===== src/rtl/instr_enc_pkg.sv =====
// Shared encodings for the instruction stream encoder.
// Opcodes, functs, ALU op codes, class and FSM state types.
package instr_enc_pkg;

  localparam logic [5:0] OP_RTYPE = 6'h00;
  localparam logic [5:0] OP_LW    = 6'h23;
  localparam logic [5:0] OP_SW    = 6'h2b;
  localparam logic [5:0] OP_BEQ   = 6'h04;
  localparam logic [5:0] OP_J     = 6'h02;

  localparam logic [5:0] FN_ADD = 6'h20;
  localparam logic [5:0] FN_SUB = 6'h22;
  localparam logic [5:0] FN_AND = 6'h24;
  localparam logic [5:0] FN_OR  = 6'h25;
  localparam logic [5:0] FN_SLT = 6'h2a;

  localparam logic [2:0] ALU_ADD = 3'b010;
  localparam logic [2:0] ALU_SUB = 3'b110;
  localparam logic [2:0] ALU_AND = 3'b000;
  localparam logic [2:0] ALU_OR  = 3'b001;
  localparam logic [2:0] ALU_SLT = 3'b111;

  typedef enum logic [2:0] {
    CLS_R   = 3'd0,
    CLS_LW  = 3'd1,
    CLS_SW  = 3'd2,
    CLS_BEQ = 3'd3,
    CLS_J   = 3'd4
  } cls_e;

  typedef enum logic [1:0] {
    IDLE = 2'd0,
    RUN  = 2'd1,
    DONE = 2'd2
  } state_e;

endpackage


===== src/rtl/instr_word_pack.sv =====
// Combinational field-to-word packer for MIPS R/LW/SW/BEQ/J.
// legal is low for unknown classes and unlisted R-type ALU ops.
module instr_word_pack
  import instr_enc_pkg::*;
(
  input  logic [2:0]  cls,
  input  logic [2:0]  alu_op,
  input  logic [4:0]  rs,
  input  logic [4:0]  rt,
  input  logic [4:0]  rd,
  input  logic [15:0] imm,
  input  logic [25:0] target,
  output logic [31:0] word,
  output logic        legal,
  output logic        is_br
);

  logic [5:0] funct;
  logic       fn_ok;

  always_comb begin
    funct = 6'h00;
    fn_ok = 1'b1;
    unique case (alu_op)
      ALU_ADD: funct = FN_ADD;
      ALU_SUB: funct = FN_SUB;
      ALU_AND: funct = FN_AND;
      ALU_OR:  funct = FN_OR;
      ALU_SLT: funct = FN_SLT;
      default: fn_ok = 1'b0;
    endcase
  end

  always_comb begin
    word  = 32'h0;
    legal = 1'b0;
    is_br = 1'b0;
    unique case (1'b1)
      cls == CLS_R: begin
        word  = {OP_RTYPE, rs, rt, rd, 5'd0, funct};
        legal = fn_ok;
      end
      cls == CLS_LW: begin
        word  = {OP_LW, rs, rt, imm};
        legal = 1'b1;
      end
      cls == CLS_SW: begin
        word  = {OP_SW, rs, rt, imm};
        legal = 1'b1;
      end
      cls == CLS_BEQ: begin
        word  = {OP_BEQ, rs, rt, imm};
        legal = 1'b1;
        is_br = 1'b1;
      end
      cls == CLS_J: begin
        word  = {OP_J, target};
        legal = 1'b1;
        is_br = 1'b1;
      end
      default: ;
    endcase
  end

endmodule


===== src/rtl/instr_stream_encoder.sv =====
// Encodes field bundles into MIPS words and writes them to imem.
// ENC_DELAY_SLOT_NOP_EN: insert a NOP after every BEQ/J word.
module instr_stream_encoder
  import instr_enc_pkg::*;
#(
  parameter int ADDR_W = 8,
  parameter int DEPTH  = 256
) (
  input  logic              clk,
  input  logic              reset,
  input  logic              start,
  input  logic [ADDR_W-1:0] start_addr,
  input  logic              finish,
  input  logic              in_valid,
  output logic              in_ready,
  input  logic [2:0]        in_class,
  input  logic [2:0]        in_alu_op,
  input  logic [4:0]        in_rs,
  input  logic [4:0]        in_rt,
  input  logic [4:0]        in_rd,
  input  logic [15:0]       in_imm,
  input  logic [25:0]       in_target,
  output logic              imem_we,
  input  logic              imem_ready,
  output logic [ADDR_W-1:0] imem_addr,
  output logic [31:0]       imem_wdata,
  output logic [ADDR_W:0]   count,
  output logic              done,
  output logic              err
);

  localparam logic [ADDR_W:0]   DEPTH_C = (ADDR_W+1)'(DEPTH);
  localparam logic [ADDR_W+1:0] DEPTH_X = (ADDR_W+2)'(DEPTH);
  localparam logic [ADDR_W:0]   C_ONE   = 1;

  state_e            state;
  state_e            state_nx;
  logic [ADDR_W-1:0] addr_ptr;
  logic [ADDR_W-1:0] nxt_addr;
  logic              fin_seen;
  logic [31:0]       pk_word;
  logic              pk_legal;
  logic              pk_br;
  logic              accept;
  logic              wr_fire;
  logic              init;
  logic              room;
  logic              full;
  logic              hold;
  logic              nop_go;
  logic              nop_err;
  logic [ADDR_W+1:0] used;

  instr_word_pack u_pack (
    .cls    (in_class),
    .alu_op (in_alu_op),
    .rs     (in_rs),
    .rt     (in_rt),
    .rd     (in_rd),
    .imm    (in_imm),
    .target (in_target),
    .word   (pk_word),
    .legal  (pk_legal),
    .is_br  (pk_br)
  );

  assign wr_fire  = imem_we & imem_ready;
  assign accept   = in_valid & in_ready;
  assign init     = start & (state != RUN);
  assign full     = (count == DEPTH_C);
  assign used     = {1'b0, count} + {{(ADDR_W+1){1'b0}}, imem_we};
  assign room     = used < DEPTH_X;
  assign nxt_addr = addr_ptr + {{(ADDR_W-1){1'b0}}, wr_fire};
  assign done     = (state == DONE);

`ifdef ENC_DELAY_SLOT_NOP_EN
  logic out_br;
  logic nop_room;

  // out_br marks a branch/jump word sitting in the output register
  always_ff @(posedge clk) begin
    if (reset)
      out_br <= 1'b0;
    else if (accept & pk_legal)
      out_br <= pk_br;
    else if (wr_fire)
      out_br <= 1'b0;
  end

  assign nop_room = ({1'b0, count} + {1'b0, C_ONE}) < DEPTH_X;
  assign hold     = imem_we & out_br;
  assign nop_go   = wr_fire & out_br & nop_room;
  assign nop_err  = wr_fire & out_br & ~nop_room;
`else
  logic unused_br;
  assign unused_br = pk_br;
  assign hold      = 1'b0;
  assign nop_go    = 1'b0;
  assign nop_err   = 1'b0;
`endif

  assign in_ready = (state == RUN) & ~fin_seen & room
                  & (~imem_we | imem_ready) & ~hold;

  always_ff @(posedge clk) begin
    if (reset)
      state <= IDLE;
    else
      state <= state_nx;
  end

  always_comb begin
    state_nx = state;
    unique case (state)
      IDLE:
        if (start)
          state_nx = RUN;
      RUN:
        if (~imem_we & (fin_seen | full))
          state_nx = DONE;
      DONE:
        if (start)
          state_nx = RUN;
      default:
        state_nx = IDLE;
    endcase
  end

  always_ff @(posedge clk) begin
    if (reset) begin
      addr_ptr <= '0;
      count    <= '0;
      fin_seen <= 1'b0;
      err      <= 1'b0;
    end else if (init) begin
      addr_ptr <= start_addr;
      count    <= '0;
      fin_seen <= 1'b0;
      err      <= 1'b0;
    end else begin
      if (wr_fire) begin
        count    <= count + C_ONE;
        addr_ptr <= nxt_addr;
      end
      if ((state == RUN) & finish)
        fin_seen <= 1'b1;
      if (accept & ~pk_legal)
        err <= 1'b1;
      if ((state == RUN) & in_valid & full)
        err <= 1'b1;
      if (nop_err)
        err <= 1'b1;
    end
  end

  // Output register: a write drains it, a legal accept or NOP refills it
  always_ff @(posedge clk) begin
    if (reset) begin
      imem_we    <= 1'b0;
      imem_addr  <= '0;
      imem_wdata <= 32'h0;
    end else begin
      if (wr_fire)
        imem_we <= 1'b0;
      if (nop_go) begin
        imem_we    <= 1'b1;
        imem_addr  <= nxt_addr;
        imem_wdata <= 32'h0;
      end
      if (accept & pk_legal) begin
        imem_we    <= 1'b1;
        imem_addr  <= nxt_addr;
        imem_wdata <= pk_word;
      end
    end
  end

endmodule


===== config.mk =====
export PLATFORM = sky130hd
export DESIGN_NAME = instr_stream_encoder
export DESIGN_NICKNAME = d
export VERILOG_FILES = /design/src/rtl/instr_enc_pkg.sv /design/src/rtl/instr_word_pack.sv /design/src/rtl/instr_stream_encoder.sv
export SDC_FILE = /design/constraint.sdc
export NUM_CORES = 1
export LEC_CHECK = 0
export CORE_MARGIN = 2
export CORE_UTILIZATION = 25
export CTS_CLUSTER_DIAMETER = 30
export CTS_CLUSTER_SIZE = 14
export DETAILED_ROUTE_END_ITERATION = 10
export MAX_ROUTING_LAYER = met4
export SETUP_SLACK_MARGIN = 0.02
export SLEW_MARGIN = 10
export SYNTH_ARGS = -nofsm -noshare
export SYNTH_HDL_FRONTEND = slang
export SYNTH_SLANG_ARGS = --single-unit

===== constraint.sdc =====
create_clock -name clk -period 2.5 [get_ports clk]
set_input_delay 0.375 -clock clk [delete_from_list [all_inputs] [get_ports clk]]
set_output_delay 0.375 -clock clk [all_outputs]
set_load 0.02 [all_outputs]

==> metrics.md, run 1 <==
| Metric | Value |
|---|---|
| Max frequency | 435 MHz |
| Top-count cell post-synth | dfxtp_1 |
| Int Pwr | 2.18 mW |
| IO Port Bufs | 128 |
| Ordered cell list for the critical path | clkdlybuf4s50_1, and3b_1, o311ai_4, or4b_4, buf_6, buf_4, mux2i_1 |
| Period utilization | 0.919 |
| Synth area leaders | dfxtp_1 36%, mux2i_1 7.5%, nand2_1 6.5% |
| Die area | 14,300 µm² |
| RSZ-0062 raised after global routing | no |
| Cell taking the most area after synthesis | dfxtp_1 |
| Cts hold-fix bufs | 0 |
| Clock-pin slew on the worst setup and hold paths | 0.05 ns |
| Final Critical Period | 2.30 ns |
| Sequential area share after synthesis | 0.361 |
| Crit Path Category | in2reg |
| Synth cell count leaders | 60 x dfxtp_1, 58 x nand2_1, 26 x a21oi_1, 26 x nor2_1, 25 x mux2i_1 |
| # diodes | 0 |
| Ports | 130 |
| Layout cells sized above 1 | 0.124 |
| Clk pwr share | 0.486 |
| Grt total ovfl | 0 |
| Fin. Hold Viols | 0 |
| Nets@finish | 623 |
| Syn nets | 486 |
| DRC Markers | 0 |
| Sw Share | 0.227 |
| Hold Path Class | reg2reg |
| Via count | 3,325 |
| H-tree Lvls | 3 |
| Flop pwr share | 0.358 |
| Hold path startpoint | imem_wdata[27] |
| Max VDD drop | 246 µV |
| CP max-delay cell | clkdlybuf4s50_1 |
| Depth of the worst register-to-register path | 8 |
| Worst-Skew Late Latency | 0.33 ns |
| Tot GR Track Use | 0.149 |
| CTS max path bufs | 2 |
| CP endpoint kind | register |
| DP HPWL | 7440 µm |
| Comb pwr share | 0.156 |
| Synthesized area per cell | 8.22 µm² |
| Critical path arrival | 2.50 ns |
| Initial antenna violation count | 0 |
| Post-synth EDFFs | 0 |
| Pwr Total | 2.82 mW |
| Vias in the first global route | 3,355 |
| Synth Register Bits | 60 |
| Status | finished, final reports clean |
| # fillers | 1,310 |
| WHS Path Cells | 2 |
| Max Cap Viol | 0 |
| TritonCTS Sinks | 60 |
| Crit-path max FO | 13 |
| Slew Limit Fails | 0 |
| Hold Path End | imem_wdata[27] |
| Core Area | 13,100 µm² |
| Post-Route WL | 10,100 µm |
| First-pass GRT wire length | 16,500 µm |
| Synth Cell Area | 3330 µm² |
| Layout area overhead | 58.0% |
| Via-to-Cell Ratio | 4.60 |
| # setup viols final | 0 |
| LEAKAGE | 2.08 nW |
| R2R Path Start | imem_we |
| Reg2reg end | addr_ptr[6] |
| Max stage delay on crit path | 0.54 ns |
| Reg2reg setup slack | 0.59 ns |
| Post-Route Skew | 0.00348 ns |
| Routability cong. | 0.825 |
| CTS buffer count | 9 |
| Unique cell type count in the Yosys netlist | 48 |
| Starting DRC count in detailed routing | 103 |
| WL/cell | 14.0 µm |
| Startpoint Class | input port |
| Die Width | 119 µm |
| Die H | 119 µm |
| Clk root buf | clkbuf_16 |
| Post-synth top area share | 0.361 |
| Synth Warn # | 0 |
| Final std cells w/o fill | 723 |
| Routed Antenna Nets | 0 |
| Reported net switching power | 0.641 mW |
| Largest net degree at the start of global routing | 40 |
| Ys flop type | dfxtp_1 |
| Cells after Synth | 405 |
| Share of synthesized registers carrying an async set or reset | 0 |
| Dpl cells | 707 |
| Site Rows | 42 |
| CTS tree | yes |
| Final core occ | 0.401 |
| Required time of the critical path | 2.70 ns |
| First-pass DRT Iterations | 4 |
| Cell Pwr Density | 537 nW/µm² |
| Initial core utilization | 0.254 |
## metrics by stage
| step | setup WS, ns | cell area, µm² | hold WS (ns) | TNS [ns] |
|---|---|---|---|---|
| 2_1_floorplan | 0.475 | 3330 | 0.460 | 0 |
| 6_report | 0.203 | 5260 | 0.456 | 0 |
| 4_1_cts | 0.0407 | 5240 | 0.460 | 0 |
| 5_1_grt | 0.141 | 5260 | 0.485 | 0 |
| 3_5_place_dp | -0.336 | 4900 | 0.453 | -9.56 |
| 3_3_place_gp | -0.253 | 4900 | 0.447 | -6.78 |
## power by group through the flow
stage	registers [mW]	clock network, mW	logic, mW
6_report	1.01	1.37	0.440
5_1_grt	1.01	1.45	0.480
4_1_cts	1.01	1.41	0.442
3_5_place_dp	1.03	0	0.435
3_3_place_gp	1.03	0	0.434
2_1_floorplan	1.04	0	0.195
## sequential cells by signal, summed over array words and instances (netlist names)
register    flops
count           9
imem_addr       8
fin_seen        1
imem_we         1
addr_ptr        8
imem_wdata     30
err             1
state           2
## how the worst max path moves through the flow
stage	slack [ns]	startpoint	depth (start not counted)	end
2_1_floorplan	0.48	imem_we	8	addr_ptr[6]
4_1_cts	0.04	in_alu_op[2]	7	imem_wdata[15]
3_3_place_gp	-0.25	in_alu_op[2]	7	imem_wdata[11]
5_1_grt	0.14	in_alu_op[2]	7	imem_wdata[15]
6_report	0.20	in_alu_op[2]	7	imem_wdata[13]
3_5_place_dp	-0.34	in_alu_op[2]	7	imem_wdata[15]
## cell families (layout without fill, tap and decap cells)
logic type | count (synthesis) | count (layout) | share of synthesized area
multiplexers | 38 | 38 | 0.127
XOR/XNOR | 19 | 19 | 0.0500
AND/OR/NAND/NOR | 172 | 172 | 0.263
AO/OA/AOI/OAI | 74 | 74 | 0.133
other | 1 | 1 | 0.00113
adder cells (fa/ha/maj) | 4 | 4 | 0.0150
flip-flops | 60 | 60 | 0.361
buffers and inverters | 37 | 179 | 0.0500
## final cells by class
class                           count  area [µm²]  share of cell area
Tap cell                          176         220              0.0418
Clock buffer                       12         267              0.0506
Inverter                            7        26.3             0.00499
Multi-Input combinational cell    308        1980               0.377
Sequential cell                    60        1200               0.228
Clock inverter                      4        70.1              0.0133
Timing Repair Buffer              156        1500               0.284
## per-layer routing
layer,global-route usage,up-vias,part of all wire
met4,0.0706,0,0.023
met3,0.0263,19,0.045
met2,0.249,101,0.48
met1,0.174,1522,0.46
met5,-,-,0
li1,-,1683,-
## repair_timing
item                                    in CTS  in global routing
endpoints found under the setup margin      17                 20
resized for setup                            1                  5
pin swaps                                    0                  0
buffers inserted                             0                  0
## cell usage in the layout (no fill, tap or decap), types with 2 or more instances in the layout
| cell | instances |
|---|---|
| mux2_4 | 7 |
| a221o_1 | 2 |
| buf_6 | 2 |
| mux2i_1 | 25 |
| clkbuf_8 | 3 |
| xnor2_1 | 12 |
| clkbuf_16 | 9 |
| nor2b_1 | 15 |
| clkinv_2 | 2 |
| o21ai_0 | 24 |
| nand3_1 | 17 |
| a211oi_1 | 6 |
| nand2_1 | 58 |
| inv_1 | 6 |
| dfxtp_1 | 60 |
| nor3_1 | 10 |
| nor2_1 | 26 |
| nor4b_1 | 3 |
| a311oi_1 | 2 |
| xor2_1 | 7 |
| ha_1 | 4 |
| buf_4 | 26 |
| and3_1 | 8 |
| o22ai_1 | 4 |
| clkdlybuf4s50_1 | 126 |
| a21oi_1 | 26 |
| nand2b_1 | 14 |
| or3b_2 | 5 |
| bufinv_16 | 2 |
| o21a_1 | 3 |
| mux2_2 | 6 |
| nand4_1 | 5 |
## worst max-delay path, delay by kind of cell
family,cells,cell delay (ns)
mux,1,0.12
compound gates,1,0.33
simple gates,2,0.76
buf+inv,3,0.91
Note: power is estimated with default switching activity, not from simulation.
==> run 2, diff against run 1 <==
--- a/config.mk
+++ b/config.mk
@@ -8,7 +8,6 @@
 export CORE_MARGIN = 2
 export CORE_UTILIZATION = 25
 export CTS_CLUSTER_DIAMETER = 30
-export CTS_CLUSTER_SIZE = 14
 export DETAILED_ROUTE_END_ITERATION = 10
 export MAX_ROUTING_LAYER = met4
 export SETUP_SLACK_MARGIN = 0.02
==> results of run 2 <==
Same layout as run 1: the final DEF is identical, and so are final timing and power.
==> run 3, diff against run 2 <==
==> constraint.sdc (replaced) <==
create_clock -name clk -period 2.8 [get_ports clk]
set_input_delay 0.42 -clock clk [delete_from_list [all_inputs] [get_ports clk]]
set_output_delay 0.42 -clock clk [all_outputs]
set_load 0.02 [all_outputs]
==> run 3 against run 2 <==
Net effect:
- cell area fell by 2.6%
- power decreased by 18%
- first-iteration DRC count grew 75%
- worst setup slack better by 0.11 ns
- sequential power down 11%
- wire length is 2.4% lower
- clock power decreased by 23%
- worst hold slack improved by 0.0022 ns
- via count is 1.1% lower
- register-to-register slack barely moved
- die area unchanged
==> metrics.md, run 3 (same netlist as run 1, synthesis figures left out) <==
| Metric | Value |
|---|---|
| Nets@finish | 615 (-1.3%) |
| Clock-pin slew on the worst setup and hold paths | 0.06 ns (about the same) |
| Max stage delay on crit path | 0.64 ns (+0.10 ns) |
| Die H | 119 µm (unchanged) |
| # diodes | 0 (unchanged) |
| Post-Route WL | 9870 µm (-2.4%) |
| Crit-path max FO | 13 (unchanged) |
| CTS tree | yes |
| LEAKAGE | 1.98 nW (-4.6%) |
| Regs by FF count | imem_wdata (30), count (9) |
| Die area | 14,300 µm² (unchanged) |
| Crit-path most repeated cell | buf_4 |
| Ports | 130 (unchanged) |
| Final std cells w/o fill | 715 (-1.1%) |
| Biggest register | imem_wdata |
| Hold Path Class | reg2reg |
| Leading cell type in the layout, fill and taps excluded | clkdlybuf4s50_1 |
| Starting DRC count in detailed routing | 180 (+75%) |
| Vias in the first global route | 3,355 (unchanged) |
| Status | finished, final reports clean |
| R2R Path Start | state[0] |
| First-pass GRT wire length | 16,300 µm (-1.0%) |
| CP max-delay cell | or4b_2 |
| Routability cong. | 0.807 (-2.2%) |
| Area of the multi-input gates | 1960 µm² (-0.95%) |
| Cts hold-fix bufs | 0 (unchanged) |
| CTS max path bufs | 2 (unchanged) |
| DRC Markers | 0 (unchanged) |
| Cell family with most CP delay | buffers and inverters |
| Layout cells sized above 1 | 0.109 (-0.0149) |
| # setup viols final | 0 (unchanged) |
| IO Port Bufs | 128 (unchanged) |
| Worst setup startpoint | in_alu_op[2] |
| Cell Pwr Density | 454 nW/µm² (-15%) |
| Number of gates resized after cts | 0 (-1) |
| Dpl cells | 699 (-1.1%) |
| First-pass DRT Iterations | 5 (+1) |
| Layout area overhead | 53.9% |
| Post-Route Skew | 0.00871 ns (+0.00523 ns) |
| Slew Limit Fails | 0 (unchanged) |
| Final Critical Period | 2.48 ns |
| Grt total ovfl | 0 (unchanged) |
| Site Rows | 42 (unchanged) |
| CP endpoint | imem_wdata[15] |
| Crit Path Category | in2reg |
| # fillers | 1,330 (+1.5%) |
| WL/cell | 13.8 µm (-1.3%) |
| Core Area | 13,100 µm² (unchanged) |
| Reg2reg setup slack | 0.58 ns (about the same) |
| Die Width | 119 µm (unchanged) |
| Max reg flops | 30 (unchanged) |
| Ordered cell list for the critical path | clkdlybuf4s50_1, and3b_1, o311ai_2, or4b_2, buf_4, buf_4, mux2i_1 |
| Tot GR Track Use | 0.145 (-0.00415) |
| Max frequency | 402 MHz |
| Initial core utilization | 0.254 (unchanged) |
| WP buf/inv | 3 (unchanged) |
| Critical path arrival | 2.68 ns (+0.18 ns) |
| Max VDD drop | 306 µV (+25%) |
| Worst-margin pin slew | 0.517 ns |
| H-tree Lvls | 3 (unchanged) |
| Most frequent cells in the layout | 127 x clkdlybuf4s50_1, 60 x dfxtp_1, 58 x nand2_1 |
| Via count | 3,287 (-1.1%) |
| CTS buffer count | 9 (unchanged) |
| Routed Antenna Nets | 0 (unchanged) |
| Largest net degree at the start of global routing | 50 (+25%) |
| Sequential cell area | 1200 µm² (unchanged) |
| Design area | 5130 µm² (-2.6%) |
| Worst-Skew Late Latency | 0.32 ns (about the same) |
| Clk root buf | clkbuf_16 |
| DP HPWL | 7260 µm (-2.4%) |
| Reg2reg end | imem_wdata[15] |
| RSZ-0062 raised after global routing | no |
| Via-to-Cell Ratio | 4.60 (about the same) |
| Required time of the critical path | 3.00 ns (+0.30 ns) |
| Pwr Total | 2.33 mW (-18%) |
| Fin Hold WS | 0.459 ns (+0.00221 ns) |
| Critical path depth | 7 (unchanged) |
| Relative slew slack | 0.654 |
| Sum Neg Setup Slack | 0 ns (unchanged) |
| Fin. Hold Viols | 0 (unchanged) |
| Period utilization | 0.887 |
| Initial antenna violation count | 0 (unchanged) |
| Placed cell areas | 4840 µm² (-1.2%) |
| Post-CTS Setup Bufs | 0 (unchanged) |
| TritonCTS Sinks | 60 (unchanged) |
| CP endpoint kind | register |
| Depth of the worst register-to-register path | 6 (-2) |
| Max Cap Viol | 0 (unchanged) |
| Startpoint Class | input port |
## run 3: final cells by class
cell class | instances | share of cell area
multi-input cells | 308 | 0.383
repair buffers | 148 | 0.278
flip-flops and latches | 60 | 0.234
clock buffers | 11 | 0.0493
well taps | 176 | 0.0430
clock inverters | 5 | 0.00708
inverters | 7 | 0.00513
## run 3: worst register-to-register path, stage by stage (launching register included)
cell and delay, ns:
dfxtp_1 0.35, nor2b_1 0.28, nand3_1 0.22, or4b_2 0.69
buf_4 0.23, buf_4 0.19, mux2i_1 0.12
## run 3: where the power goes
group | internal (mW) | switching [mW] | total [mW]
Combinational | 0.209 | 0.169 | 0.378
Sequential | 0.880 | 0.0215 | 0.902
Clock | 0.646 | 0.399 | 1.05
## run 3: worst min-delay path by stage
| stage | from | end | cells past startpoint |
|---|---|---|---|
| floorplan | fin_seen | fin_seen | 2 |
| global placement | imem_wdata[2] | imem_wdata[2] | 2 |
| detailed placement | imem_wdata[29] | imem_wdata[29] | 2 |
| CTS | imem_wdata[1] | imem_wdata[1] | 2 |
| global route | imem_wdata[1] | imem_wdata[1] | 2 |
| finish | imem_wdata[1] | imem_wdata[1] | 2 |
## run 3: layer usage
metal | global-route usage | vias to the layer above | part of all wire
met5 | - | - | 0
met2 | 0.244 | 103 | 0.48
met1 | 0.177 | 1516 | 0.46
met3 | 0.0220 | 7 | 0.047
li1 | - | 1661 | -
met4 | 0.0493 | 0 | 0.011
## run 3: stage by stage
step                       util  worst slack (ns)
final                     0.390             0.315
after detailed placement  0.368           -0.0233
after CTS                 0.390             0.296
after global placement    0.368            0.0315
after global routing      0.390             0.207
after floorplan               -             0.744
